--- config.mk ---
export PLATFORM = sky130hd
export DESIGN_NAME = mult_seq
export DESIGN_NICKNAME = d
export VERILOG_FILES = /design/src/rtl/mult_seq.sv
export SDC_FILE = /design/constraint.sdc
export NUM_CORES = 1
export LEC_CHECK = 0
export BUFFER_PORTS_ARGS = -buffer_cell sky130_fd_sc_hd__buf_2
export CAP_MARGIN = 5
export CORE_ASPECT_RATIO = 1.2
export CORE_MARGIN = 2
export CORE_UTILIZATION = 43
export DETAILED_ROUTE_END_ITERATION = 8
export HOLD_SLACK_MARGIN = 0.12
export PLACE_DENSITY = 0.69
export SLEW_MARGIN = 20
export SYNTH_ARGS = -nofsm -noshare
export SYNTH_HDL_FRONTEND = slang
export SYNTH_SLANG_ARGS = --single-unit
--- constraint.sdc ---
create_clock -name clk -period 9.6 [get_ports clk]
set_input_delay 0.96 -clock clk [delete_from_list [all_inputs] [get_ports clk]]
set_output_delay 0.96 -clock clk [all_outputs]
set_load 0.02 [all_outputs]
--- src/rtl/mult_seq.sv ---
// mult_seq: iterative radix-2 shift-add multiplier for MULT/MULTU.
// The operands are multiplied as unsigned magnitudes. A final cycle applies the
// two's-complement fix-up for signed operations that have a negative result.
// The partial-sum adder is a chain of 4-bit carry-lookahead groups, with the
// carry rippling from group to group.

// 4-bit carry-lookahead group: all internal carries are computed from g/p.
module mult_seq_cla4 (
  input  logic [3:0] a,
  input  logic [3:0] b,
  input  logic       cin,
  output logic [3:0] s,
  output logic       cout
);
  logic [3:0] g, p;
  logic [4:0] c;

  // Generate/propagate terms, lookahead carries, then the sum bits.
  always_comb begin
    g    = a & b;
    p    = a ^ b;
    c[0] = cin;
    c[1] = g[0] | (p[0] & cin);
    c[2] = g[1] | (p[1] & g[0]) | (p[1] & p[0] & cin);
    c[3] = g[2] | (p[2] & g[1]) | (p[2] & p[1] & g[0]) | (p[2] & p[1] & p[0] & cin);
    c[4] = g[3] | (p[3] & g[2]) | (p[3] & p[2] & g[1]) | (p[3] & p[2] & p[1] & g[0])
         | (p[3] & p[2] & p[1] & p[0] & cin);
    s    = p ^ c[3:0];
    cout = c[4];
  end
endmodule

// Top level: FSM, operand and product registers, result registers.
// WIDTH must be a multiple of 4 so the adder splits evenly into lookahead groups.
module mult_seq #(
  parameter int WIDTH = 32
) (
  input  logic             clk,
  input  logic             rst,
  input  logic             start,
  input  logic             is_signed,
  input  logic [WIDTH-1:0] a,
  input  logic [WIDTH-1:0] b,
  output logic             busy,
  output logic             done,
  output logic [WIDTH-1:0] hi,
  output logic [WIDTH-1:0] lo
);
  localparam int CW = $clog2(WIDTH);
  localparam int NG = WIDTH / 4;

  typedef enum logic [1:0] {IDLE, RUN, FIX} state_t;

  state_t             state_q, state_d;
  logic [WIDTH-1:0]   mcand_q, mcand_d;
  logic [2*WIDTH-1:0] prod_q, prod_d;
  logic [CW-1:0]      cnt_q, cnt_d;
  logic               neg_q, neg_d;
  logic               busy_q, busy_d;
  logic               done_q, done_d;
  logic [WIDTH-1:0]   hi_q, hi_d;
  logic [WIDTH-1:0]   lo_q, lo_d;

  logic [WIDTH-1:0]   a_abs, b_abs;
  logic [WIDTH-1:0]   add_sum;
  logic [NG:0]        grp_c;

  // The CLA chain adds the multiplicand into the upper half of the product register.
  assign grp_c[0] = 1'b0;
  for (genvar g = 0; g < NG; g++) begin : g_cla
    mult_seq_cla4 u_grp (
      .a    (prod_q[WIDTH + 4*g +: 4]),
      .b    (mcand_q[4*g +: 4]),
      .cin  (grp_c[g]),
      .s    (add_sum[4*g +: 4]),
      .cout (grp_c[g+1])
    );
  end

  // Operand magnitudes. The most negative value maps to itself, which is
  // the correct magnitude when it is read as unsigned.
  always_comb begin
    a_abs = a;
    b_abs = b;
    if (is_signed && a[WIDTH-1]) a_abs = ~a + {{(WIDTH-1){1'b0}}, 1'b1};
    if (is_signed && b[WIDTH-1]) b_abs = ~b + {{(WIDTH-1){1'b0}}, 1'b1};
  end

  // Next-state, datapath and output logic.
  // FIX returns to IDLE and leaves busy high for one more cycle. On that
  // retire cycle, hi/lo are loaded and done pulses, so busy and done change
  // together. A start is accepted only once busy has dropped.
  always_comb begin
    state_d = state_q;
    mcand_d = mcand_q;
    prod_d  = prod_q;
    cnt_d   = cnt_q;
    neg_d   = neg_q;
    hi_d    = hi_q;
    lo_d    = lo_q;
    busy_d  = (state_q != IDLE);
    done_d  = 1'b0;

    if (state_q == IDLE && busy_q) begin
      hi_d   = prod_q[2*WIDTH-1:WIDTH];
      lo_d   = prod_q[WIDTH-1:0];
      done_d = 1'b1;
    end

    case (state_q)
      IDLE: begin
        if (start && !busy_q) begin
          mcand_d = a_abs;
          prod_d  = {{WIDTH{1'b0}}, b_abs};
          cnt_d   = '0;
          neg_d   = is_signed & (a[WIDTH-1] ^ b[WIDTH-1]);
          state_d = RUN;
        end
      end
      RUN: begin
        // {carry, upper+mcand, lower} shifted right by one.
        if (prod_q[0]) prod_d = {grp_c[NG], add_sum, prod_q[WIDTH-1:1]};
        else           prod_d = {1'b0, prod_q[2*WIDTH-1:1]};
        cnt_d = cnt_q + {{(CW-1){1'b0}}, 1'b1};
        if (cnt_q == CW'(WIDTH-1)) state_d = FIX;
      end
      FIX: begin
        if (neg_q) prod_d = ~prod_q + {{(2*WIDTH-1){1'b0}}, 1'b1};
        state_d = IDLE;
      end
      default: state_d = IDLE;
    endcase
  end

  // State and datapath registers. Reset aborts any operation in flight.
  always_ff @(posedge clk or posedge rst) begin
    if (rst) begin
      state_q <= IDLE;
      mcand_q <= '0;
      prod_q  <= '0;
      cnt_q   <= '0;
      neg_q   <= 1'b0;
      busy_q  <= 1'b0;
      done_q  <= 1'b0;
      hi_q    <= '0;
      lo_q    <= '0;
    end else begin
      state_q <= state_d;
      mcand_q <= mcand_d;
      prod_q  <= prod_d;
      cnt_q   <= cnt_d;
      neg_q   <= neg_d;
      busy_q  <= busy_d;
      done_q  <= done_d;
      hi_q    <= hi_d;
      lo_q    <= lo_d;
    end
  end

  assign busy = busy_q;
  assign done = done_q;
  assign hi   = hi_q;
  assign lo   = lo_q;
endmodule

==> flow_summary.ini, run 1 <==
[floorplan]
start_util = 0.438
chipWidth_um = 151
coreArea_um2 = 25500
die_area_um2 = 27300
die_height_um = 181
num_rows = 64
ios = 134

[logic_synthesis]
ys.flop_type = dfrtp_1
synth_nets = 1386
postSynthAreaPerCell_um2 = 8.82
synth_largest_area_cell = dfrtp_1
ys_warn_count = 0
yosysMostFrequentCell = dfrtp_1
yosysUniqueCellTypes = 81
synth_seq_cells = 170
async_reset_ff_frac = 1.00
synth.top_cells.by_area = dfrtp_1 (38%), o21ai_0 (6.6%), nand2_1 (5.6%)
synth.top_cell.area_share = 0.381
syn_inst = 1268
synth_edf_count = 0
synth_area_um2 = 11200
synthTopCellsByCount = dfrtp_1 (170), nand2_1 (167), o21ai_0 (147), nor2_1 (88), a21oi_1 (74)
synth-seq-area-share = 0.381

[grt]
grtUsageMet1 = 0.314
grt_pass1_vias = 9535
antenna_found_initial = 0
globalRouteOverflowTotal = 0
grt_util_met3 = 0.0281
grt_max_degree = 97
grtUsageMet2 = 0.368
grtUsageTotal = 0.228
grt.busiest_layer = met2
grt_pass1_wl_mm = 49.8

[power]
p_comb_frac = 0.477
vdd_drop_max_mv = 0.120
clkPwrFrac = 0.178
pwr-share-seq = 0.345
power_mw = 3.98
swShare = 0.460
p_int_mw = 2.15
static-leakage-power_nw = 5.62
p_sw_mw = 1.83
p_per_area_nw_per_um2 = 315

[route]
first_iter_violations = 780
dr.pass1.iters = 5
vias = 9896
ant_nets = 0
wire_per_inst_um = 18.0
routed_wl_mm = 30.5
via_per_inst = 5.82
drc_errors = 0

[layout]
syn2layout_area_growth_pct = 13.0
layout.nets = 1474
antenna_cells = 0
drive_above_1_share = 0.184

[worst_setup_path]
critPathArrivalTime_ps = 4170
cp-end-kind = flip-flop
crit_required_ps = 9940
critPathKind = flip-flop to flip-flop
cp_max_fo = 30
critPathLaunchType = flip-flop

[min_path]
hold_path.class = flip-flop to flip-flop

[cts]
cts_tree = done
clock_sinks = 170
ctsResizeCount = 0
post-cts-setup-buffer-count = 0
ctsLongestPathBuffers = 2
clk_latency_ps = 440
postCtsHoldBufs = 0
clk_pin_slew_ps = 70
root_buffer = clkbuf_16
h-tree-depth = 4
cts_buffers = 17

[sta]
finalHoldViolations = 0
max_freq_mhz = 261
rsz0062_at_grt = false
worst_slack_ps = 5770
max_slew_margin = 0.310
whs_ps = 480
post-route-min-period_ps = 3830
max_slew.worst_pin.slew_ps = 1030
setup_violations = 0
post-route-period-util = 0.399
final.setup_skew_ps = 11.9
finalSetupTns_ps = 0
final_max_slew_viol_count = 0

[placement]
place_hpwl_mm = 21.7
dp_slack_ps = 5700
gp_congestion = 0.914
io_buffers = 133

[outcome]
status = completed

[run]
max-cap-violations = 0
cells by family (layout without fill, tap and decap cells):
family,count (synthesis),after routing,share of synthesized area
compound gates,377,377,0.210
xor+xnor,91,91,0.0713
fa+ha+maj,50,50,0.0613
buf+inv,116,217,0.0407
flops,170,170,0.381
mux,62,62,0.0613
simple gates,402,402,0.175
power groups by stage:
stage               logic, mW  registers [mW]  clock network, mW
global route             2.11            1.42              0.749
finish                   1.90            1.37              0.709
detailed placement       1.88            1.38                  0
global placement         1.84            1.37                  0
floorplan                1.32            1.38                  0
CTS                      1.90            1.36              0.719
state kept, by name (all words and copies together) (netlist names):
name     count
cnt_q        5
hi          32
lo          32
mcand_q     32
state_q      2
done         1
busy         1
neg_q        1
prod_q      64
layer usage:
metal  vias up  part of all wire
met5         -                 0
met4         0             0.027
met3        56             0.059
met2       351              0.47
met1      4717              0.44
li1       4772                 -
placed cells by master, fill, tap and decap left out, drive strengths merged, types with 11 or more instances in the layout:
| cell type | instances |
|---|---|
| a21oi | 74 |
| ha | 42 |
| nor4 | 22 |
| nand2 | 167 |
| buf | 142 |
| xor2 | 45 |
| clkbuf | 19 |
| o21ai | 153 |
| o31ai | 15 |
| or3 | 14 |
| nor3 | 37 |
| o211ai | 11 |
| dfrtp | 170 |
| xnor2 | 46 |
| inv | 46 |
| a31oi | 16 |
| mux2 | 52 |
| a211oi | 12 |
| nor2 | 90 |
| nand3 | 20 |
worst max-delay path, stage by stage (launching register included):
cell      delay [ps]
dfrtp_1          360
buf_4            250
clkinv_1         410
ha_1             280
or4b_1           600
or4_4            580
nor3b_4          270
nand3b_2         170
or3_4            390
o21ai_1          140
nand2_1           60
o311a_1          140
o311ai_1          80
per-stage QoR:
| step | utilization | cells | cell area, um2 |
|---|---|---|---|
| detailed placement | 0.471 | 1667 | 12000 |
| CTS | 0.495 | 1699 | 12600 |
| finish | 0.495 | 1699 | 12600 |
| global route | 0.495 | 1699 | 12600 |
| floorplan | - | 1268 | 11200 |
| global placement | 0.471 | 1667 | 12000 |
final cells by class:
cell class	instances	area (um2)
clock inverters	13	140
flip-flops and latches	170	4250
fillers	2413	12900
well taps	330	413
multi-input cells	982	6480
inverters	43	166
repair buffers	142	733
clock buffers	19	453
final timing paths:
kind | from | endpoint | slack, ps | cells past startpoint
max reg2reg | prod_q[0] | prod_q[62] | 5770 | 12
max in group asynchronous | rst | prod_q[60] | 7430 | 3
min in group asynchronous | rst | lo[23] | 700 | 2
min reg2reg | hi[4] | hi[4] | 480 | 2
max | prod_q[0] | prod_q[62] | 5770 | 12
min | hi[4] | hi[4] | 480 | 2
(Power assumes the default switching activity.)
==> run 2: changes to the inputs <==
--- a/config.mk
+++ b/config.mk
@@ -12,7 +12,7 @@
 export CORE_UTILIZATION = 43
 export DETAILED_ROUTE_END_ITERATION = 8
 export HOLD_SLACK_MARGIN = 0.12
-export PLACE_DENSITY = 0.69
+export PLACE_DENSITY = 0.71
 export SLEW_MARGIN = 20
 export SYNTH_ARGS = -nofsm -noshare
 export SYNTH_HDL_FRONTEND = slang
==> constraint.sdc (replaced) <==
create_clock -name clk -period 3.2 [get_ports clk]
set_input_delay 0.32 -clock clk [delete_from_list [all_inputs] [get_ports clk]]
set_output_delay 0.32 -clock clk [all_outputs]
set_load 0.02 [all_outputs]
==> flow_summary.ini, run 2 (synthesis gave the netlist of run 1 again) <==
[sta]
setup_violations = 0
post-route-period-util = 0.960
post-route-min-period_ps = 3070
final.setup_skew_ps = 12.0
max_freq_mhz = 326
max_slew.worst_pin.slew_ps = 1030
worst_slack_ps = 129
max_slew_margin = 0.316
finalHoldViolations = 0
final_max_slew_viol_count = 0

[grt]
grtUsageTotal = 0.235
grt_util_met3 = 0.0506
grt_max_degree = 80
antenna_found_initial = 0
grt_pass1_vias = 9998
globalRouteOverflowTotal = 0
grt_pass1_wl_mm = 51.0
grt.busiest_layer = met2
grtUsageMet2 = 0.384
grtUsageMet1 = 0.305

[power]
clkPwrFrac = 0.171
static-leakage-power_nw = 5.98
pwr-share-seq = 0.313
p_comb_frac = 0.517
p_per_area_nw_per_um2 = 940
p_sw_mw = 5.59
vdd_drop_max_mv = 0.521
swShare = 0.447
p_int_mw = 6.91

[route]
dr.pass1.iters = 7
first_iter_violations = 735
ant_nets = 0
via_per_inst = 5.81
wire_per_inst_um = 18.0
drc_errors = 0
vias = 10300
routed_wl_mm = 31.7

[layout]
antenna_cells = 0
n_fill_cell = 2370
syn2layout_area_growth_pct = 19.0
register_area_um2 = 4250
fin_util = 0.521
layout.nets = 1542
drive_above_1_share = 0.232
largest-register = prod_q
multi_input_area_um2 = 6590
most-common-layout-cells = dfrtp_1 (170), nand2_1 (165), o21ai_0 (144), buf_2 (133), nor2_1 (87)
final_common_cell = dfrtp_1
largest_register_ffs = 64

[floorplan]
coreArea_um2 = 25500
start_util = 0.438
die_height_um = 181
num_rows = 64
ios = 134
chipWidth_um = 151
die_area_um2 = 27300

[worst_setup_path]
cp-end-kind = flip-flop
critPathLaunchType = flip-flop
critPathKind = flip-flop to flip-flop
crit_required_ps = 3490
critPathArrivalTime_ps = 3360
cp_max_fo = 6

[placement]
io_buffers = 133
place_hpwl_mm = 22.7
dp_slack_ps = -166
gp_congestion = 0.910

[cts]
root_buffer = clkbuf_16
clk_pin_slew_ps = 70
clk_latency_ps = 450
cts_buffers = 17
ctsLongestPathBuffers = 2
h-tree-depth = 4
cts_tree = done
clock_sinks = 170

[outcome]
status = completed

[run]
max-cap-violations = 0

[min_path]
hold_path.class = input pin to flip-flop
==> run 2: changes by cell type in the layout (fill, tap and decap cells not counted), sizes merged <==
cell	before	now
dlygate4sd3	0	1
clkbuf	19	22
clkinvlp	4	3
inv	46	43
buf	142	209
==> run 2: repair_timing <==
item | in CTS | in global routing
pin swaps | 1 | 6
gates resized for setup | 3 | 21
buffers inserted | 0 | 2
endpoints found under the hold margin | 9 | 0
hold buffers | 1 | 0
gates cloned | 0 | 0
setup endpoints to repair | 6 | 11
==> run 2: power groups by stage <==
stage          combinational [mW]  clock, mW  sequential [mW]
5_1_grt                      7.16       2.26             4.04
2_1_floorplan                3.97          0             4.14
3_5_place_dp                 6.30          0             3.92
6_report                     6.46       2.13             3.91
4_1_cts                      6.35       2.18             3.88
3_3_place_gp                 6.14          0             3.88
==> run 2: path summary, 6_finish.rpt <==
check                              endpoint      start  cells after the start  slack (ps)
worst max-delay path             prod_q[39]  prod_q[5]                     10         130
worst min-delay path            mcand_q[31]      a[31]                      3         160
worst max register to register   prod_q[39]  prod_q[5]                     10         130
worst min register to register        hi[4]      hi[4]                      2         480
max in group asynchronous            hi[14]        rst                      4        1900
min in group asynchronous        prod_q[29]        rst                      3         370
==> run 2: critical path, cell delays in order (launching register included) <==
cell      delay, ps
dfrtp_1         380
or4_4           550
or3_1           350
buf_4           180
nor4_4          270
buf_4           210
nand4_1         160
or3_4           380
nor4_1          170
o21ai_0         100
o311ai_0        140
==> run 2: final cells by class <==
cell class | count | area share
clock buffer | 22 | 0.0364
clock inverter | 9 | 0.00837
inverter | 43 | 0.0124
multi-input combinational | 982 | 0.495
sequential | 170 | 0.320
tap | 330 | 0.0311
timing repair buffer | 210 | 0.0965
==> run 2: per-layer routing <==
layer,share of wire,vias up
met5,0,-
li1,-,4885
met3,0.068,50
met1,0.43,4940
met2,0.48,389
met4,0.020,0
==> run 2: metrics by stage <==
stage | TNS (ps) | total power, mW | std cells | area (um2) | hold slack [ps]
2_1_floorplan | 0 | 8.11 | 1268 | 11200 | 450
3_3_place_gp | -108 | 10.0 | 1732 | 12600 | 299
3_5_place_dp | -189 | 10.2 | 1732 | 12600 | 298
4_1_cts | 0 | 12.4 | 1764 | 13200 | 141
5_1_grt | -9.62 | 13.5 | 1766 | 13300 | 154
6_report | 0 | 12.5 | 1766 | 13300 | 155
